$ cat config.mk
export PLATFORM = sky130hd
export DESIGN_NAME = sfp_stream_framer
export DESIGN_NICKNAME = d
export VERILOG_FILES = /design/src/rtl/sfp_stream_framer.sv
export SDC_FILE = /design/constraint.sdc
export NUM_CORES = 1
export LEC_CHECK = 0
export ABC_AREA = 1
export BUFFER_PORTS_ARGS = -buffer_cell sky130_fd_sc_hd__clkbuf_2
export CAP_MARGIN = 20
export CELL_PAD_IN_SITES_DETAIL_PLACEMENT = 1
export CELL_PAD_IN_SITES_GLOBAL_PLACEMENT = 2
export CORE_MARGIN = 2
export CORE_UTILIZATION = 33
export DETAILED_ROUTE_END_ITERATION = 8
export PLACE_DENSITY_LB_ADDON = 0.1
export SLEW_MARGIN = 20
export SYNTH_ARGS = -nofsm -noshare
export SYNTH_HDL_FRONTEND = slang
export SYNTH_SLANG_ARGS = --single-unit
$ cat constraint.sdc
create_clock -name i_clk -period 2.34 [get_ports i_clk]
set_clock_uncertainty 0.15 [all_clocks]
set_input_delay 0.117 -clock i_clk [delete_from_list [all_inputs] [get_ports i_clk]]
set_output_delay 0.117 -clock i_clk [all_outputs]
set_load 0.1 [all_outputs]
$ cat src/rtl/sfp_stream_framer.sv
// Stream-side SFP frame handler: serialises a wide TX frame into AXI4-Stream beats
// and reassembles RX beats into a frame, reporting short/long/timed-out frames.
module sfp_stream_framer #(
  parameter int unsigned C_AXIS_TDATA_WIDTH = 32,
  parameter int unsigned C_DATA_STREAM_BIT  = 128,
  parameter int unsigned C_RX_TIMEOUT       = 255
) (
  input  logic                          i_clk,
  input  logic                          i_rst,
  input  logic                          i_link_up,
  input  logic [C_DATA_STREAM_BIT-1:0]  i_tx_stream_data,
  input  logic                          i_sfp_start_flag,
  output logic [C_DATA_STREAM_BIT-1:0]  o_rx_stream_data,
  output logic                          o_sfp_end_flag,
  output logic                          o_tx_busy,
  output logic                          o_rx_err,
  output logic [C_AXIS_TDATA_WIDTH-1:0] m_axis_tdata,
  output logic                          m_axis_tvalid,
  output logic                          m_axis_tlast,
  input  logic                          m_axis_tready,
  input  logic [C_AXIS_TDATA_WIDTH-1:0] s_axis_tdata,
  input  logic                          s_axis_tvalid,
  input  logic                          s_axis_tlast,
  output logic                          s_axis_tready
);

  localparam int unsigned W  = C_AXIS_TDATA_WIDTH;
  localparam int unsigned FB = C_DATA_STREAM_BIT;
  localparam int unsigned N  = FB / W;
  localparam int unsigned CW = (N > 1) ? $clog2(N) : 1;
  localparam int unsigned TW = (C_RX_TIMEOUT > 0) ? $clog2(C_RX_TIMEOUT + 1) : 1;
  localparam logic [CW-1:0] LAST_BEAT = CW'(N - 1);
  localparam logic [TW-1:0] TMO       = TW'(C_RX_TIMEOUT);

  // ---------------- TX ----------------
  typedef enum logic {TX_IDLE, TX_SEND} tx_state_t;

  tx_state_t       tx_state, tx_next;
  logic [FB-1:0]   tx_shift;
  logic [CW-1:0]   tx_cnt;

  always_ff @(posedge i_clk or negedge i_rst) begin
    if (!i_rst) tx_state <= TX_IDLE;
    else        tx_state <= tx_next;
  end

  always_comb begin
    tx_next = tx_state;
    case (tx_state)
      TX_IDLE: if (i_sfp_start_flag && i_link_up) tx_next = TX_SEND;
      TX_SEND: begin
        if (!i_link_up)                                   tx_next = TX_IDLE;
        else if (m_axis_tready && (tx_cnt == LAST_BEAT))  tx_next = TX_IDLE;
      end
    endcase
  end

  // Moore decode of the state/shift registers, so outputs come straight off flops
  always_comb begin
    m_axis_tvalid = (tx_state == TX_SEND);
    o_tx_busy     = (tx_state == TX_SEND);
    m_axis_tlast  = (tx_state == TX_SEND) && (tx_cnt == LAST_BEAT);
    m_axis_tdata  = tx_shift[FB-1 -: W];
  end

  // MSB word leaves first; shift left after every accepted non-final beat
  always_ff @(posedge i_clk or negedge i_rst) begin
    if (!i_rst) begin
      tx_shift <= '0;
      tx_cnt   <= '0;
    end else if (tx_state == TX_IDLE) begin
      if (i_sfp_start_flag && i_link_up) begin
        tx_shift <= i_tx_stream_data;
        tx_cnt   <= '0;
      end
    end else if (i_link_up && m_axis_tready && (tx_cnt != LAST_BEAT)) begin
      tx_shift <= tx_shift << W;
      tx_cnt   <= tx_cnt + CW'(1);
    end
  end

  // ---------------- RX ----------------
  typedef enum logic [1:0] {RX_IDLE, RX_COLLECT, RX_DONE, RX_DISCARD} rx_state_t;

  rx_state_t       rx_state, rx_next;
  logic [FB-1:0]   rx_asm, rx_asm_nxt;
  logic [CW-1:0]   rx_cnt, rx_pos;
  logic [TW-1:0]   rx_idle;
  logic            rx_beat, rx_take, rx_at_last, rx_timeout, rx_end_d, rx_err_d;

  always_ff @(posedge i_clk or negedge i_rst) begin
    if (!i_rst) rx_state <= RX_IDLE;
    else        rx_state <= rx_next;
  end

  always_comb begin
    rx_next = rx_state;
    if (!i_link_up) begin
      rx_next = RX_IDLE;
    end else begin
      case (rx_state)
        RX_IDLE, RX_DONE, RX_COLLECT: begin
          if (rx_beat) begin
            if (s_axis_tlast)    rx_next = rx_at_last ? RX_DONE : RX_IDLE;
            else if (rx_at_last) rx_next = RX_DISCARD;
            else                 rx_next = RX_COLLECT;
          end else if (rx_state == RX_DONE) begin
            rx_next = RX_IDLE;
          end else if (rx_timeout) begin
            rx_next = RX_IDLE;
          end
        end
        RX_DISCARD: if (rx_beat && s_axis_tlast) rx_next = RX_IDLE;
      endcase
    end
  end

  // Frame position is zero outside RX_COLLECT so a new frame may start in RX_DONE
  always_comb begin
    rx_pos     = (rx_state == RX_COLLECT) ? rx_cnt : '0;
    rx_beat    = s_axis_tvalid && s_axis_tready;
    rx_take    = rx_beat && (rx_state != RX_DISCARD) && i_link_up;
    rx_at_last = (rx_pos == LAST_BEAT);
    rx_timeout = (rx_state == RX_COLLECT) && !rx_beat && (rx_idle == TMO);
    rx_end_d   = rx_take && s_axis_tlast && rx_at_last;
    rx_err_d   = (rx_take && (s_axis_tlast ^ rx_at_last)) || (i_link_up && rx_timeout);
    rx_asm_nxt = (rx_asm << W) | FB'(s_axis_tdata);
  end

  always_ff @(posedge i_clk or negedge i_rst) begin
    if (!i_rst) begin
      s_axis_tready    <= 1'b0;
      o_sfp_end_flag   <= 1'b0;
      o_rx_err         <= 1'b0;
      o_rx_stream_data <= '0;
      rx_asm           <= '0;
      rx_cnt           <= '0;
      rx_idle          <= '0;
    end else begin
      s_axis_tready  <= i_link_up;
      o_sfp_end_flag <= rx_end_d;
      o_rx_err       <= rx_err_d;
      if (rx_end_d) o_rx_stream_data <= rx_asm_nxt;
      if (!i_link_up) begin
        rx_asm <= '0;
        rx_cnt <= '0;
      end else if (rx_take) begin
        rx_asm <= rx_asm_nxt;
        rx_cnt <= rx_pos + CW'(1);
      end
      if (rx_beat || (rx_state != RX_COLLECT) || rx_timeout) rx_idle <= '0;
      else                                                   rx_idle <= rx_idle + TW'(1);
    end
  end

endmodule

==> out/qor.yml, run 1 <==
synthesis:
  seq_area_frac_synth_pct: 62.7
  synth_fp_nets: 1722
  yosysWarnings: 0
  avgSynthCellArea_sq_um: 9.51
  synth-seq-cells: 370
  synth_top_area_share_pct: 62.7
  mappedNetlistArea_sq_um: 14800
  yosys.area.top_type: "dfrtp_1"
  netlist-cell-type-count: 25
  syn_inst: 1552
  synthTopCellsByArea: "dfrtp_1 63%, nand2_1 9.5%, o22ai_1 4.1%"
final_layout:
  final_core_util_pct: 45.4
  seq_area_sq_um: 9260
  area_growth_pct: 36.0
  multi_input_area_sq_um: 4240
  nets: 2162
  layoutNonFillerInstCount: 2617
  layout-drive-gt1-share_pct: 21.9
  nFillCells: 5079
cts:
  htreeDepth: 2
  cts_setup_buffers: 0
  cts_tree: "done"
  path_clk_slew_ns: 0.06
  clock-sinks: 370
  root_buffer: "clkbuf_16"
  numCtsBuffers: 43
  clk_path_buf_depth: 3
  clock_latency_ns: 0.56
sta:
  fmax_mhz: 464
  min_period_ns: 2.15
  finalWorstSetupSlack_ns: 0.187
  holdWs_ns: 0.0757
  drv_slew: 0
  tightest_slew_ns: 0.625
  finalSetupViolations: 0
  tns_ns: 0
  rsz0062_at_grt: "no"
  hold_viol: 0
  relSlewSlack_pct: 58.4
  post-route-period-util_pct: 92.0
outcome:
  status: "finished, final reports clean"
route:
  dr.pass1.iters: 5
  viasPerCell: 4.69
  routed_wl_um: 46400
  drtIter0Drc: 688
  postRouteAntennaNets: 0
  avgRoutedWirePerCell_um: 17.7
  vias: 12300
  drc: 0
placed_design:
  dp_slack_ns: 0.468
  dp_hpwl_um: 30000
  port_buffers: 332
  placed_cells: 2372
  gp_congestion: 0.744
setup_path:
  r2r_slack_ns: 0.46
  critPathSlowestCell: "dfrtp_4"
  crit_fanout: 47
  cp_slowest_stage_delay_ns: 0.57
  path_class: "reg2out"
  startpoint_type: "register"
  worstReg2RegStart: "tx_cnt[0]$_DFFE_PN0P_"
  arrival_ns: 1.89
  crit_chain: "buf_16 > nand2_1 > inv_1 > clkbuf_4"
  cp-end-kind: "output port"
  r2r_end: "tx_shift[108]$_DFFE_PN0P_"
  cp.required_ns: 2.07
  rr_worst_depth: 7
floorplan:
  initial_core_util_pct: 33.4
  core_sq_um: 44200
  die-area_sq_um: 46500
  rows: 77
  ios: 333
  dieWidth_um: 216
  die_y_um: 216
grt:
  grt_pass1_vias: 12700
  grt.overflow.total: 0
  antenna_found_initial: 1
  grt_pass1_wl_um: 72900
  grt_max_degree: 129
  grt_usage_pct: 19.9
power_and_ir_drop:
  power.density_nw_per_um2: 889
  ir_drop_mv: 0.451
  power_leakage_nw: 9.65
hold_path:
  hold_path_class: "in2async"
run:
  max_cap_violations: 0
==> cell families after synthesis <==
group | after synthesis | share of synthesized area [%]
buffers and inverters | 282 | 8.71
AND/OR/NAND/NOR | 566 | 15.4
XOR/XNOR | 2 | 0.119
flip-flops | 370 | 62.7
AO/OA/AOI/OAI | 329 | 12.8
adder cells (fa/ha/maj) | 3 | 0.254
==> registers in the layout, indices dropped and copies added, names as in the netlist <==
| register | cells |
|---|---|
| s_axis_tready | 1 |
| rx_state | 2 |
| tx_cnt | 2 |
| tx_shift | 128 |
| o_sfp_end_flag | 1 |
| rx_idle | 8 |
| o_rx_err | 1 |
| o_rx_stream_data | 128 |
| rx_cnt | 2 |
| m_axis_tvalid | 1 |
| rx_asm | 96 |
==> power breakdown <==
group          internal (mW)  total [mW]  switching (mW)
registers               7.07        7.53           0.465
logic                  0.954        3.44            2.49
clock network           4.20        6.89            2.69
==> what timing repair did <==
action	in CTS	in global routing
gates cloned	0	1
setup endpoints to repair	2	1
hold buffers	166	0
hold endpoints to repair	568	0
resized for setup	2	1
==> stage by stage <==
stage	power, mW	cell area [sq um]
6_report	17.9	20100
3_5_place_dp	10.9	16900
5_1_grt	18.7	20100
2_1_floorplan	10.1	14800
3_3_place_gp	10.8	16900
4_1_cts	18.1	20100
==> synth_stat cells (all sizes together) <==
cell type	n
nand2	376
dfrtp	370
inv	145
o21ai	134
nor2	111
o22ai	97
a31oi	96
buf	94
nand3	73
clkbuf	43
ha	3
nor3	3
a21oi	2
nor3b	2
xnor2	2
nand4	1
==> critical path: cells and delay by family, from the launching register on <==
family / cells / cell delay [ns]
AND/OR/NAND/NOR: 1 / 0.10
flip-flops: 1 / 0.57
buffers and inverters: 3 / 0.66
==> cell type report <==
class / instances / area share (%)
clock inverter: 9 / 0.691
multi-input combinational: 900 / 21.1
inverter: 145 / 2.73
timing repair buffer: 532 / 19.1
antenna: 1 / 0.0125
sequential: 370 / 46.1
clock buffer: 68 / 6.58
tap: 592 / 3.69
==> worst max-delay path by stage <==
stage / from / endpoint / cells after the start
4_1_cts: m_axis_tvalid$_DFF_PN0_ / m_axis_tlast / 4
3_3_place_gp: m_axis_tvalid$_DFF_PN0_ / m_axis_tlast / 4
3_5_place_dp: rx_state[1]$_DFFE_PN0P_ / o_rx_stream_data[40]$_DFFE_PN0P_ / 8
2_1_floorplan: s_axis_tready$_DFF_PN0_ / o_rx_stream_data[118]$_DFFE_PN0P_ / 9
6_report: m_axis_tvalid$_DFF_PN0_ / m_axis_tlast / 4
5_1_grt: m_axis_tvalid$_DFF_PN0_ / m_axis_tlast / 4
==> metal layers <==
layer / vias up / wire (um) / GRT usage, %
li1: 5964 / - / -
met2: 246 / 20900 / 30.4
met1: 6006 / 22600 / 28.8
met5: - / 0 / 0
met3: 58 / 1950 / 3.85
met4: 0 / 968 / 5.17
==> cell usage in the layout, fill, tap and decap left out, types with 3 or more instances in the layout <==
cell type / Yosys / routed
buf_12: 0 / 15
nor2_1: 110 / 110
inv_1: 142 / 141
dfrtp_1: 370 / 369
bufinv_16: 0 / 3
clkbuf_8: 0 / 13
buf_4: 37 / 17
nand3_1: 71 / 71
o21ai_0: 40 / 40
clkbuf_1: 43 / 11
o21ai_1: 94 / 94
clkbuf_2: 0 / 329
nor3_1: 3 / 3
a31oi_1: 96 / 96
dlygate4sd3_1: 0 / 165
o22ai_1: 97 / 97
clkbuf_16: 0 / 45
ha_1: 3 / 3
nand2_1: 375 / 374
clkinv_2: 0 / 4
Note: power is estimated with default switching activity, not from simulation.
==> run 2, diff against run 1 <==
ABC_AREA = not set   (was 1)
CELL_PAD_IN_SITES_DETAIL_PLACEMENT = 0   (was 1)
CORE_UTILIZATION = 38   (was 33)
==> run 2 against run 1 <==
  * Die area shrank 6.3%
  * Cell count shrank 20%
  * Routed wire length shrank 17%
  * Flip-flop and latch count is the same
  * Power shrank 4.2%
  * Setup slack lost 0.094 ns
  * Combinational power shrank 7.3%
  * Via count shrank 17%
  * Global-route usage shrank 2.1 points
  * First-iteration DRC count shrank 27%
  * Register-to-register slack lost 0.37 ns
==> out/qor.yml, run 2 <==
setup_path:
  cp.required_ns: 2.63  # +0.56 ns
  cp_num_buf_inv: 2  # -1
  critPathSlowestCell: "dfrtp_1"
  path_class: "reg2reg"
  rr_worst_depth: 8  # +1
  startpoint_type: "register"
  arrival_ns: 2.54  # +0.65 ns
  cp_common_cell: "and2_1"
  cp.depth: 8  # +4
  cp-end-kind: "register"
  cp_slowest_stage_delay_ns: 0.39  # -0.18 ns
  crit_family: "simple AND/OR/NAND/NOR gates"
  crit_fanout: 16  # -66%
  crit_chain: "nor2b_2 > and2_1 > ha_1 > and2_1 > nand4_4 > buf_12 > buf_16 > mux2_2"
final_layout:
  layout-drive-gt1-share_pct: 48.4  # +26 points
  reg_top3: "o_rx_stream_data x128, tx_shift x128, rx_asm x96"
  final_cell_mix: "369 x dfrtp_1, 328 x clkbuf_2, 203 x mux2_2, 169 x dlygate4sd3_1, 109 x mux2_4"
  area_growth_pct: 33.2
  final_common_cell: "dfrtp_1"
  nets: 1707  # -21%
  layoutNonFillerInstCount: 2102  # -20%
  multi_input_area_sq_um: 5770  # +36%
  seq_area_sq_um: 9260  # unchanged
  nFillCells: 3625  # -29%
  diodes: 0  # -1
cts:
  clk_path_buf_depth: 3  # unchanged
  root_buffer: "clkbuf_16"
  numCtsBuffers: 43  # unchanged
  clock_latency_ns: 0.55  # about the same
  path_clk_slew_ns: 0.06  # about the same
  htreeDepth: 2  # unchanged
  cts_tree: "done"
  clock-sinks: 370  # unchanged
sta:
  post-route-period-util_pct: 96.0  # +4.0 points
  min_period_ns: 2.25  # +0.0943 ns
  relSlewSlack_pct: 59.9  # +1.6 points
  finalWorstSetupSlack_ns: 0.0927  # -0.0943 ns
  hold_viol: 0  # unchanged
  fmax_mhz: 445  # -4.2%
  tns_ns: 0  # unchanged
  drv_slew: 0  # unchanged
  rsz0062_at_grt: "no"
  tightest_slew_ns: 0.604  # -0.0211 ns
  finalSetupViolations: 0  # unchanged
synthesis:
  seq_area_frac_synth_pct: 58.2  # -4.5 points
  synthArstFlopShare_pct: 100  # unchanged
  ys.flop_type: "dfrtp_1"
  synth_top_area_share_pct: 58.2  # -4.5 points
  post-synth-top-count-cell: "dfrtp_1"
  syn_inst: 1057  # -32%
  yosys.area.top_type: "dfrtp_1"
  mappedNetlistArea_sq_um: 15900  # +7.8%
  synth_common_cells: "370 x dfrtp_1, 203 x mux2_2, 109 x mux2_4"
  avgSynthCellArea_sq_um: 15.1  # +58%
  netlist-cell-type-count: 40  # +60%
  synth-seq-cells: 370  # unchanged
  synthTopCellsByArea: "dfrtp_1 58%, mux2_2 14%, mux2_4 10%"
  synth_fp_nets: 1227  # -29%
  synth_enable_flop_cells: 0  # unchanged
  yosysWarnings: 0  # unchanged
placed_design:
  placed_cells: 1853  # -22%
  dp_slack_ns: 0.0825  # -0.386 ns
  gp_congestion: 0.727  # -2.4%
  dp_hpwl_um: 25100  # -17%
  port_buffers: 332  # unchanged
grt:
  antenna_found_initial: 0  # -1
  grt.overflow.total: 0  # unchanged
  grt_usage_pct: 17.8  # -2.1 points
  grt_pass1_wl_um: 61700  # -15%
  grt_pass1_vias: 10700  # -16%
  grt_max_degree: 106  # -18%
run:
  max_cap_violations: 0  # unchanged
hold_path:
  hold_path_class: "in2reg"
  hold_depth: 5
route:
  drtIter0Drc: 503  # -27%
  postRouteAntennaNets: 0  # unchanged
  vias: 10200  # -17%
  routed_wl_um: 38500  # -17%
  drc: 0  # unchanged
  avgRoutedWirePerCell_um: 18.3  # +3.3%
  dr.pass1.iters: 4  # -1
  viasPerCell: 4.85  # +3.3%
floorplan:
  die_y_um: 209  # -3.2%
  core_sq_um: 41100  # -7.0%
  dieWidth_um: 209  # -3.2%
  die-area_sq_um: 43500  # -6.3%
  rows: 74  # -3.9%
  ios: 333  # unchanged
  initial_core_util_pct: 38.7  # +5.3 points
power_and_ir_drop:
  power.density_nw_per_um2: 807  # -9.3%
  power_leakage_nw: 10.6  # +10%
  ir_drop_mv: 0.603  # +34%
outcome:
  status: "finished, final reports clean"
[run 2: changes by cell type after synthesis, sizes merged, moves of 3 or more]
cell	change
o22ai	-95
a21oi	+3
and2	+4
nor2	-107
nand4b	+33
nand3	-70
clkbuf	-22
a31oi	-95
inv	-106
buf	-10
nand2	-369
mux2	+321
o21ai	-99
a22o	+101
[run 2: final cells by class]
class / count / area share (%)
Tap cell: 532 / 3.14
Multi-Input combinational cell: 543 / 27.2
Inverter: 39 / 0.691
Clock inverter: 15 / 0.685
Sequential cell: 370 / 43.7
Clock buffer: 63 / 5.86
Timing Repair Buffer: 540 / 18.7
[run 2: kinds of logic after synthesis]
logic type	after synthesis	synth area share [%]
flip-flops	370	58.2
multiplexers	322	25.3
XOR/XNOR	3	0.165
adder cells (fa/ha/maj)	3	0.236
AO/OA/AOI/OAI	148	7.19
AND/OR/NAND/NOR	67	3.08
buffers and inverters	144	5.82
[run 2: final timing paths]
| kind | start | slack (ns) | endpoint |
|---|---|---|---|
| worst max-delay path | rx_state[0]$_DFFE_PN0P_ | 0.09 | o_rx_stream_data[16]$_DFFE_PN0P_ |
| worst min-delay path | i_sfp_start_flag | 0.05 | tx_shift[3]$_DFFE_PN0P_ |
| worst max register to register | rx_state[0]$_DFFE_PN0P_ | 0.09 | o_rx_stream_data[16]$_DFFE_PN0P_ |
| worst min register to register | tx_shift[84]$_DFFE_PN0P_ | 0.34 | tx_shift[84]$_DFFE_PN0P_ |
| max in group asynchronous | i_rst | 0.68 | rx_asm[88]$_DFFE_PN0P_ |
| min in group asynchronous | i_rst | 0.51 | o_rx_stream_data[24]$_DFFE_PN0P_ |
[run 2: metrics by stage]
stage          hold WS [ns]  utilization (%)  total power [mW]  instance area, sq um
2_1_floorplan        -0.329                -              9.92                 15900
3_3_place_gp        -0.0391             44.0              10.4                 18100
3_5_place_dp        -0.0408             44.0              10.4                 18100
4_1_cts              0.0323             51.5              17.4                 21200
5_1_grt              0.0831             51.6              17.9                 21200
6_report             0.0514             51.6              17.1                 21200
[run 2: routing by layer]
layer  vias up  wire [um]  GRT usage [%]
li1       4767          -              -
met1      5162      17800           24.7
met2       202      18400           28.4
met3        55       1530           3.20
met4         0        821           5.42
met5         -          0              0
[run 2: worst register-to-register path, stage by stage, from the launching register on]
cell     delay [ns]
dfrtp_1        0.39
nor2b_2        0.18
and2_1         0.16
ha_1           0.21
and2_1         0.19
nand4_4        0.13
buf_12         0.18
buf_16         0.20
mux2_2         0.35
[run 2: power by group]
part / switching, mW / internal, mW
clock network: 2.66 / 3.91
registers: 0.337 / 7.02
logic: 2.04 / 1.15
total: 5.03 / 12.1
[run 2: repair_timing]
action	4_1_cts	5_1_grt
hold buffers	169	0
hold endpoints to repair	572	0
setup buffers	0	2
gates resized for setup	2	2
endpoints found under the setup margin	2	60
